**src/rtl/pattern_timing_ctrl.sv**
```systemverilog
// pattern_timing_ctrl: video raster timing (VS/HS/DE) plus pattern-select
// sequencer for the RGB test-pattern generator.
// A start/stop state machine always finishes the current frame before going
// idle. The pattern index only moves on frame boundaries.
// Optional macro PATTERN_TIMING_FRAME_CNT_EN enables the completed-frame
// counter on FRAME_CNT_O; without it FRAME_CNT_O is constant zero.
//
// state  | meaning
// S_IDLE | raster parked at h=v=0, outputs low, waiting for EN_I
// S_RUN  | raster running, EN_I held high
// S_STOP | raster running until the end of the current frame, EN_I low
module pattern_timing_ctrl #(
  parameter int C_H_ACTIVE = 1920,
  parameter int C_H_FP     = 88,
  parameter int C_H_SYNC   = 44,
  parameter int C_H_BP     = 148,
  parameter int C_V_ACTIVE = 1080,
  parameter int C_V_FP     = 4,
  parameter int C_V_SYNC   = 5,
  parameter int C_V_BP     = 36,
  parameter int C_PAT_NUM  = 4
) (
  input  logic        CLK_I,
  input  logic        RSTN_I,
  input  logic        EN_I,
  input  logic [7:0]  FRAME_HOLD_I,
  output logic        VS_O,
  output logic        HS_O,
  output logic        DE_O,
  output logic [7:0]  PAT_SEL_O,
  output logic        BUSY_O,
  output logic [15:0] FRAME_CNT_O
);

  localparam int H_TOT = C_H_ACTIVE + C_H_FP + C_H_SYNC + C_H_BP;
  localparam int V_TOT = C_V_ACTIVE + C_V_FP + C_V_SYNC + C_V_BP;
  localparam int HW    = $clog2(H_TOT);
  localparam int VW    = $clog2(V_TOT);

  localparam logic [HW-1:0] H_LAST  = HW'(H_TOT - 1);
  localparam logic [HW-1:0] H_DE    = HW'(C_H_ACTIVE);
  localparam logic [HW-1:0] HS_BEG  = HW'(C_H_ACTIVE + C_H_FP);
  localparam logic [HW-1:0] HS_END  = HW'(C_H_ACTIVE + C_H_FP + C_H_SYNC - 1);
  localparam logic [VW-1:0] V_LAST  = VW'(V_TOT - 1);
  localparam logic [VW-1:0] V_DE    = VW'(C_V_ACTIVE);
  localparam logic [VW-1:0] VS_BEG  = VW'(C_V_ACTIVE + C_V_FP);
  localparam logic [VW-1:0] VS_END  = VW'(C_V_ACTIVE + C_V_FP + C_V_SYNC - 1);
  localparam logic [7:0]    PAT_LAST = 8'(C_PAT_NUM - 1);

  typedef enum logic [1:0] {S_IDLE, S_RUN, S_STOP} state_t;

  state_t        state;
  logic [HW-1:0] h;
  logic [VW-1:0] v;
  logic [7:0]    hold_cnt;
  logic [7:0]    pat;

  logic       active;
  logic       start;
  logic       frame_end;
  logic       go_idle;
  logic       de_dec;
  logic       hs_dec;
  logic       vs_dec;
  logic [7:0] hold_eff;
  logic       hold_done;

  assign active    = (state != S_IDLE);
  assign start     = (state == S_IDLE) && EN_I;
  assign frame_end = (h == H_LAST) && (v == V_LAST);
  // A stop only takes effect at the frame end when EN_I is still low there.
  assign go_idle   = (state == S_STOP) && frame_end && !EN_I;
  assign de_dec    = (h < H_DE) && (v < V_DE);
  assign hs_dec    = (h >= HS_BEG) && (h <= HS_END);
  assign vs_dec    = (v >= VS_BEG) && (v <= VS_END);
  assign hold_eff  = (FRAME_HOLD_I == 8'd0) ? 8'd1 : FRAME_HOLD_I;
  // >= rather than == so a hold value lowered mid-sequence cannot overshoot.
  assign hold_done = ({1'b0, hold_cnt} + 9'd1) >= {1'b0, hold_eff};

  // State machine, raster counters, pattern schedule and registered outputs.
  always_ff @(posedge CLK_I) begin
    if (!RSTN_I) begin
      state     <= S_IDLE;
      h         <= '0;
      v         <= '0;
      hold_cnt  <= '0;
      pat       <= '0;
      VS_O      <= 1'b0;
      HS_O      <= 1'b0;
      DE_O      <= 1'b0;
      BUSY_O    <= 1'b0;
      PAT_SEL_O <= '0;
    end else begin
      VS_O      <= active && vs_dec;
      HS_O      <= active && hs_dec;
      DE_O      <= active && de_dec;
      BUSY_O    <= active;
      PAT_SEL_O <= pat;
      case (state)
        S_IDLE: begin
          h <= '0;
          v <= '0;
          if (start) begin
            state    <= S_RUN;
            hold_cnt <= '0;
            pat      <= '0;
          end
        end
        default: begin
          if (h == H_LAST) begin
            h <= '0;
            v <= (v == V_LAST) ? '0 : v + VW'(1);
          end else begin
            h <= h + HW'(1);
          end
          // The pattern for the next frame is settled at the frame end so it
          // leaves the output register together with the first DE of line 0.
          if (frame_end && !go_idle) begin
            if (hold_done) begin
              hold_cnt <= '0;
              pat      <= (pat == PAT_LAST) ? 8'd0 : pat + 8'd1;
            end else begin
              hold_cnt <= hold_cnt + 8'd1;
            end
          end
          if (EN_I)
            state <= S_RUN;
          else if (go_idle)
            state <= S_IDLE;
          else
            state <= S_STOP;
        end
      endcase
    end
  end

`ifdef PATTERN_TIMING_FRAME_CNT_EN
  logic [15:0] frame_cnt;

  // Completed-frame counter, cleared when a new run starts from idle.
  always_ff @(posedge CLK_I) begin
    if (!RSTN_I)
      frame_cnt <= '0;
    else if (start)
      frame_cnt <= '0;
    else if (active && frame_end)
      frame_cnt <= frame_cnt + 16'd1;
  end

  assign FRAME_CNT_O = frame_cnt;
`else
  assign FRAME_CNT_O = '0;
`endif

endmodule

```
**config.mk**
```make
export PLATFORM = sky130hd
export DESIGN_NAME = pattern_timing_ctrl
export DESIGN_NICKNAME = d
export VERILOG_FILES = /design/src/rtl/pattern_timing_ctrl.sv
export SDC_FILE = /design/constraint.sdc
export NUM_CORES = 1
export LEC_CHECK = 0
export ABC_AREA = 1
export CAP_MARGIN = 20
export CORE_MARGIN = 2
export CORE_UTILIZATION = 50
export CTS_CLUSTER_SIZE = 20
export DETAILED_ROUTE_END_ITERATION = 10
export DONT_BUFFER_PORTS = 1
export GPL_TIMING_DRIVEN = 0
export SLEW_MARGIN = 10
export SYNTH_ARGS = -nofsm -noshare
export SYNTH_HDL_FRONTEND = slang
export SYNTH_SLANG_ARGS = --single-unit
export TNS_END_PERCENT = 5
```
**constraint.sdc**
```tcl
create_clock -name CLK_I -period 2.38 [get_ports CLK_I]
set_input_delay 0.357 -clock CLK_I [delete_from_list [all_inputs] [get_ports CLK_I]]
set_output_delay 0.357 -clock CLK_I [all_outputs]
set_load 0.005 [all_outputs]
```
# Word level (Yosys, flattened, before mapping)
# Cells that the tools add are included.
# word_totals
regBits,53
word_cells,64
input_bits,11
# classes
n_addsub,5
n_lt_le_gt_ge,7
n_eq_ne,5
n_mux,14
reduce_logical,22
n_bitwise,1
# ops
op,count
two-way mux 8 bit,9
"adder 8 x 1 -> 8 bit, second input constant",2
"adder 12 x 1 -> 12 bit, second input constant",1
"equality test 12 bit, second input constant",1
"greater-or-equal comparator 12 x 11 -> 1 bit, second input constant",1
"less-or-equal comparator 12 bit, second input constant",1
"less-than comparator 12 x 11 -> 1 bit, second input constant",1
"adder 11 x 1 -> 11 bit, second input constant",1
"equality test 11 bit, second input constant",1
"greater-or-equal comparator 11 bit, second input constant",1
"less-or-equal comparator 11 bit, second input constant",1
logical AND 1 bit,11
"less-than comparator 11 bit, second input constant",1
two-way mux 11 bit,1
"adder 8 x 1 -> 9 bit, second input constant",1
greater-or-equal comparator 9 x 8 -> 1 bit,1
"equality test 8 x 2 -> 1 bit, second input constant",1
zero test 8 bit,1
two-way mux 2 bit,4
nonzero test 2 bit,3
AND reduction 3 bit,1
OR reduction 3 bit,1
"equality test 2 bit, second input constant",1
zero test 1 bit,2
5 further kinds,5

# Longest topological paths before layout
# depth
word_depth,8
ltp_mapped,16
mapped_depth_nobuf,16

# Worst setup path after synthesis
# Ideal clock, no wire load.
# synth_timing
kind,register -> register
start,register hold_cnt[0]
end,register hold_cnt[0]
arrival_ns,1.988
stages_incl_launch_ff,16
n_path_buf,0
setup_time_ns,0.117
t_required_ns,2.263
path_slack_ns,0.276
period_less_slack_ns,2.104
cell_sequence,dfxtp_1 -> ha_1 -> nand3_1 -> xor2_1 -> ha_1 -> nand2_1 -> nor2_1 -> nand2_1 -> nand3_1 -> nand2_1 -> nand2_1 -> nand2_1 -> nand2_1 -> nand2_2 -> nand2_2 -> nor2_1
# synth_between
elab_chain_cells,5
elab_cells_between_ends,6
cone_classes,add/sub: 2; order compare: 1; mux: 3
# synth_lines
item,line,source
start: declaration,55,logic [7:0] hold_cnt;
start signal: assignment,123,hold_cnt <= hold_cnt + 8'd1;
adder 8 x 1 -> 9 bit,78,"assign hold_done = ({1'b0, hold_cnt} + 9'd1) >= {1'b0, hold_eff};"
greater-or-equal comparator 9 x 8 -> 1 bit,78,
two-way mux 8 bit (*),119,if (hold_done) begin
two-way mux 8 bit (*),118,if (frame_end && !go_idle) begin
two-way mux 8 bit (*),99,case (state)
# Mark *: on every way between the ends. The rest lies on a longest branch, timed or not. The select of a mux whose other input is x is not followed.
# A chain may end at the register's enable or synchronous reset.

# Worst setup path in the final report
# layout_timing
start,register hold_cnt[1]
end,register pat[2]
# layout_between
elab_chain_cells,4
# layout_lines
item,line,source
adder 8 x 1 -> 9 bit,78,
greater-or-equal comparator 9 x 8 -> 1 bit,78,
nonzero test 2 bit (no line),n/a,
AND reduction 3 bit (no line),n/a,
end signal: assignment,121,pat <= (pat == PAT_LAST) ? 8'd0 : pat + 8'd1;
end: declaration,56,logic [7:0] pat;
# No other way between the ends.

==> results.sh <==
export IMPL_dp_cells=517
export IMPL_grt_max_degree=16
export IMPL_r2r_start="hold_cnt[1]"
export IMPL_rows=27
export IMPL_grt_pass1_vias=2312
export IMPL_fin_util_pct=58.41
export IMPL_hpwlAfterDp_mm=4.324
export IMPL_powerDensity_mw_per_mm2=549.2
export IMPL_startpoint_type="flop"
export IMPL_cts_sinks=53
export IMPL_hold_viol=0
export IMPL_nNetsFinal=478
export IMPL_antenna_found_initial=0
export IMPL_synth_cell_types=34
export IMPL_synthTopCellsByArea="dfxtp_1 (36%), nand2_1 (12%), inv_1 (8.5%), nor2_1 (8.2%), ha_1 (5.6%)"
export IMPL_crit_path_max_fanout=5
export IMPL_worstReg2RegEnd="pat[2]"
export IMPL_post_drt_via_cell_ratio=4.852
export IMPL_yosys_register_bits=53
export IMPL_vias=2557
export IMPL_root_buffer="clkbuf_8"
export IMPL_antenna_cells=0
export IMPL_critical_path_arrival_ns=2.35
export IMPL_coreArea_mm2=0.005574
export IMPL_endpoint_kind="flop"
export IMPL_wl_per_cell_um=11.07
export IMPL_die_y_um=80.52
export IMPL_dieArea_mm2=0.006483
export IMPL_drt_total_wl_mm=5.834
export IMPL_hp_class="primary input to flop"
export IMPL_start_util_pct=52.53
export IMPL_maxCapViolCount=0
export IMPL_cts_reportedPaths_clkPinSlew_ns=0.09
export IMPL_yosysTopAreaCell="dfxtp_1"
export IMPL_synth_edff_count=0
export IMPL_ys_flop_type="dfxtp_1"
export IMPL_min_period_over_period_pct=90.01
export IMPL_final_max_slew_viol_count=0
export IMPL_fin_skew_ns=0.008736
export IMPL_portBuffers=0
export IMPL_yosys_warnings=0
export IMPL_fin_crit_ns=2.142
export IMPL_synth_area_mm2=0.002928
export IMPL_synth_async_sr_flop_share_pct=0
export IMPL_grt_usage_pct=19.70
export IMPL_area_growth_pct=11.20
export IMPL_grt_pass1_wl_mm=10.12
export IMPL_min_path_cells=1
export IMPL_tritoncts="built"
export IMPL_rsz0062_at_grt="true"
export IMPL_dr_pass1_iters=4
export IMPL_vdd_ir_drop_max_uv=300.7
export IMPL_gp_congestion=0.8268
export IMPL_ios=39
export IMPL_criticalPathCategory="flop to flop"
export IMPL_setup_viol_count_final=0
export IMPL_drtIter0Drc=169
export IMPL_r2r_slack_ns=0.24
export IMPL_yosysSeqAreaShare_pct=36.24
export IMPL_r2r_cells=16
export IMPL_cellLeakagePower_nw=1.436
export IMPL_clock_fmax_ghz=0.4668
export IMPL_status="complete, no violations"
export IMPL_syn_inst=430
export IMPL_synth_top_area_share_pct=36.24
export IMPL_antenna_left=0
export IMPL_ctsHtreeMaxLevel=2
export IMPL_hold_start="EN_I"
export IMPL_cts_buffer_depth=2
export IMPL_cts_buffers=5
export IMPL_register_area_mm2=0.001065
export IMPL_dieWidth_um=80.52
export IMPL_overflow=0
export IMPL_drc=0
export IMPL_syn_avg_cell_area_um2=6.809
export IMPL_clk_latency_ns=0.31
export IMPL_fill_cells=595
export IMPL_multi_input_area_mm2=0.001580
export IMPL_critPathRequiredTime_ns=2.59
export IMPL_hold_end="state[1]"
export IMPL_drive_above_1_share_pct=9.890
export IMPL_final_cells=527
[power breakdown]
part	internal, W	switching, W	leakage [nW]
combinational	0.0000843	0.000132	0.947
clock	0.000343	0.000283	0.0585
sequential	0.000917	0.0000290	0.431
[cells in the mapped netlist, drive strengths merged (4+ instances only)]
master and number:
ha 13, nor2 66, a21oi 23, nor3 15, xor2 10, nand3 26
buf 19, o21ai 13, inv 68, nand2 96, nand4 6, dfxtp 53
nor4 4
[what timing repair did]
item                                    4_1_cts  5_1_grt
pin swaps                                     1        1
endpoints found under the setup margin       14       16
setup buffers                                 0        0
resized for setup                             2       11
hold buffers                                  0        0
cloned                                        1        1
[kinds of logic (layout without fill, tap and decap cells)]
logic type / after synthesis / after routing / synth area share [%]
AND/OR/NAND/NOR: 217 / 219 / 31.71
buffers and inverters: 89 / 97 / 13.80
flip-flops: 53 / 53 / 36.24
AO/OA/AOI/OAI: 45 / 45 / 8.975
adder cells (fa/ha/maj): 13 / 13 / 5.556
XOR/XNOR: 12 / 12 / 3.590
other: 1 / 16 / 0.1281
[worst max-delay path by stage]
stage,startpoint,to,slack (ns),cells past startpoint
floorplan,hold_cnt[0],hold_cnt[0],0.28,15
global placement,hold_cnt[0],hold_cnt[2],-0.11,15
detailed placement,hold_cnt[0],hold_cnt[2],-0.09,15
CTS,hold_cnt[0],hold_cnt[7],0.03,12
global route,hold_cnt[0],pat[5],-0.007,15
finish,hold_cnt[1],pat[2],0.24,16
[per-layer routing]
layer  global-route usage, %  wire length, um  up-vias  share of wire, %
met1                   25.79             2909     1119                50
met2                   32.67             2610       52                45
met4                   6.102               70        0               1.2
met5                       0                0        -                 0
li1                        -                -     1379                 -
met3                   3.708              244        7               4.2
[sequential cells by signal, summed over array words and instances (netlist names)]
register	flops
pat	8
BUSY_O	1
VS_O	1
h	12
v	11
PAT_SEL_O	8
HS_O	1
DE_O	1
state	2
hold_cnt	8
[critical path, stage by stage, from the launching register on]
cell	delay (ns)
dfxtp_1	0.37
ha_2	0.21
nand3_2	0.10
xor2_1	0.17
ha_1	0.31
nand2_1	0.10
inv_1	0.04
nand2_1	0.06
nand3_1	0.07
nand2_1	0.06
nand2_1	0.05
nand2_2	0.10
nand2_4	0.09
nand2_4	0.15
nand2_1	0.07
nand2_1	0.06
nor2_1	0.04
[cells in the final DEF, fill, tap and decap left out, types with 3 or more instances in the layout]
| master | n |
|---|---|
| xor2_1 | 9 |
| nor3_1 | 15 |
| nor2_2 | 3 |
| clkbuf_1 | 3 |
| nand2_1 | 91 |
| ha_1 | 12 |
| o21ai_0 | 13 |
| conb_1 | 16 |
| nand2_2 | 4 |
| a21oi_1 | 22 |
| inv_1 | 66 |
| nand3_1 | 24 |
| nand4_1 | 6 |
| dfxtp_1 | 52 |
| nor4_1 | 4 |
| clkbuf_8 | 6 |
| buf_4 | 16 |
| nor2_1 | 62 |
[per-stage QoR]
stage	worst slack [ns]	area, um^2	TNS [ns]	total power (W)	hold WS, ns
2_1_floorplan	0.2759	2984	0	0.001123	0.4179
3_3_place_gp	-0.1058	3074	-0.8506	0.001158	0.4294
3_5_place_dp	-0.09218	3074	-0.7451	0.001163	0.4379
4_1_cts	0.02734	3204	0	0.001805	0.1035
5_1_grt	-0.006733	3256	-0.01041	0.001888	0.1087
6_report	0.2378	3256	0	0.001788	0.1155
[final cells by class]
| cell class | count | share of cell area (%) |
|---|---|---|
| multi-input cells | 305 | 48.54 |
| inverters | 68 | 7.840 |
| plain buffers | 21 | 4.573 |
| clock inverters | 1 | 0.9224 |
| well taps | 72 | 2.767 |
| clock buffers | 7 | 2.652 |
| flip-flops and latches | 53 | 32.71 |
(Power assumes the default switching activity.)
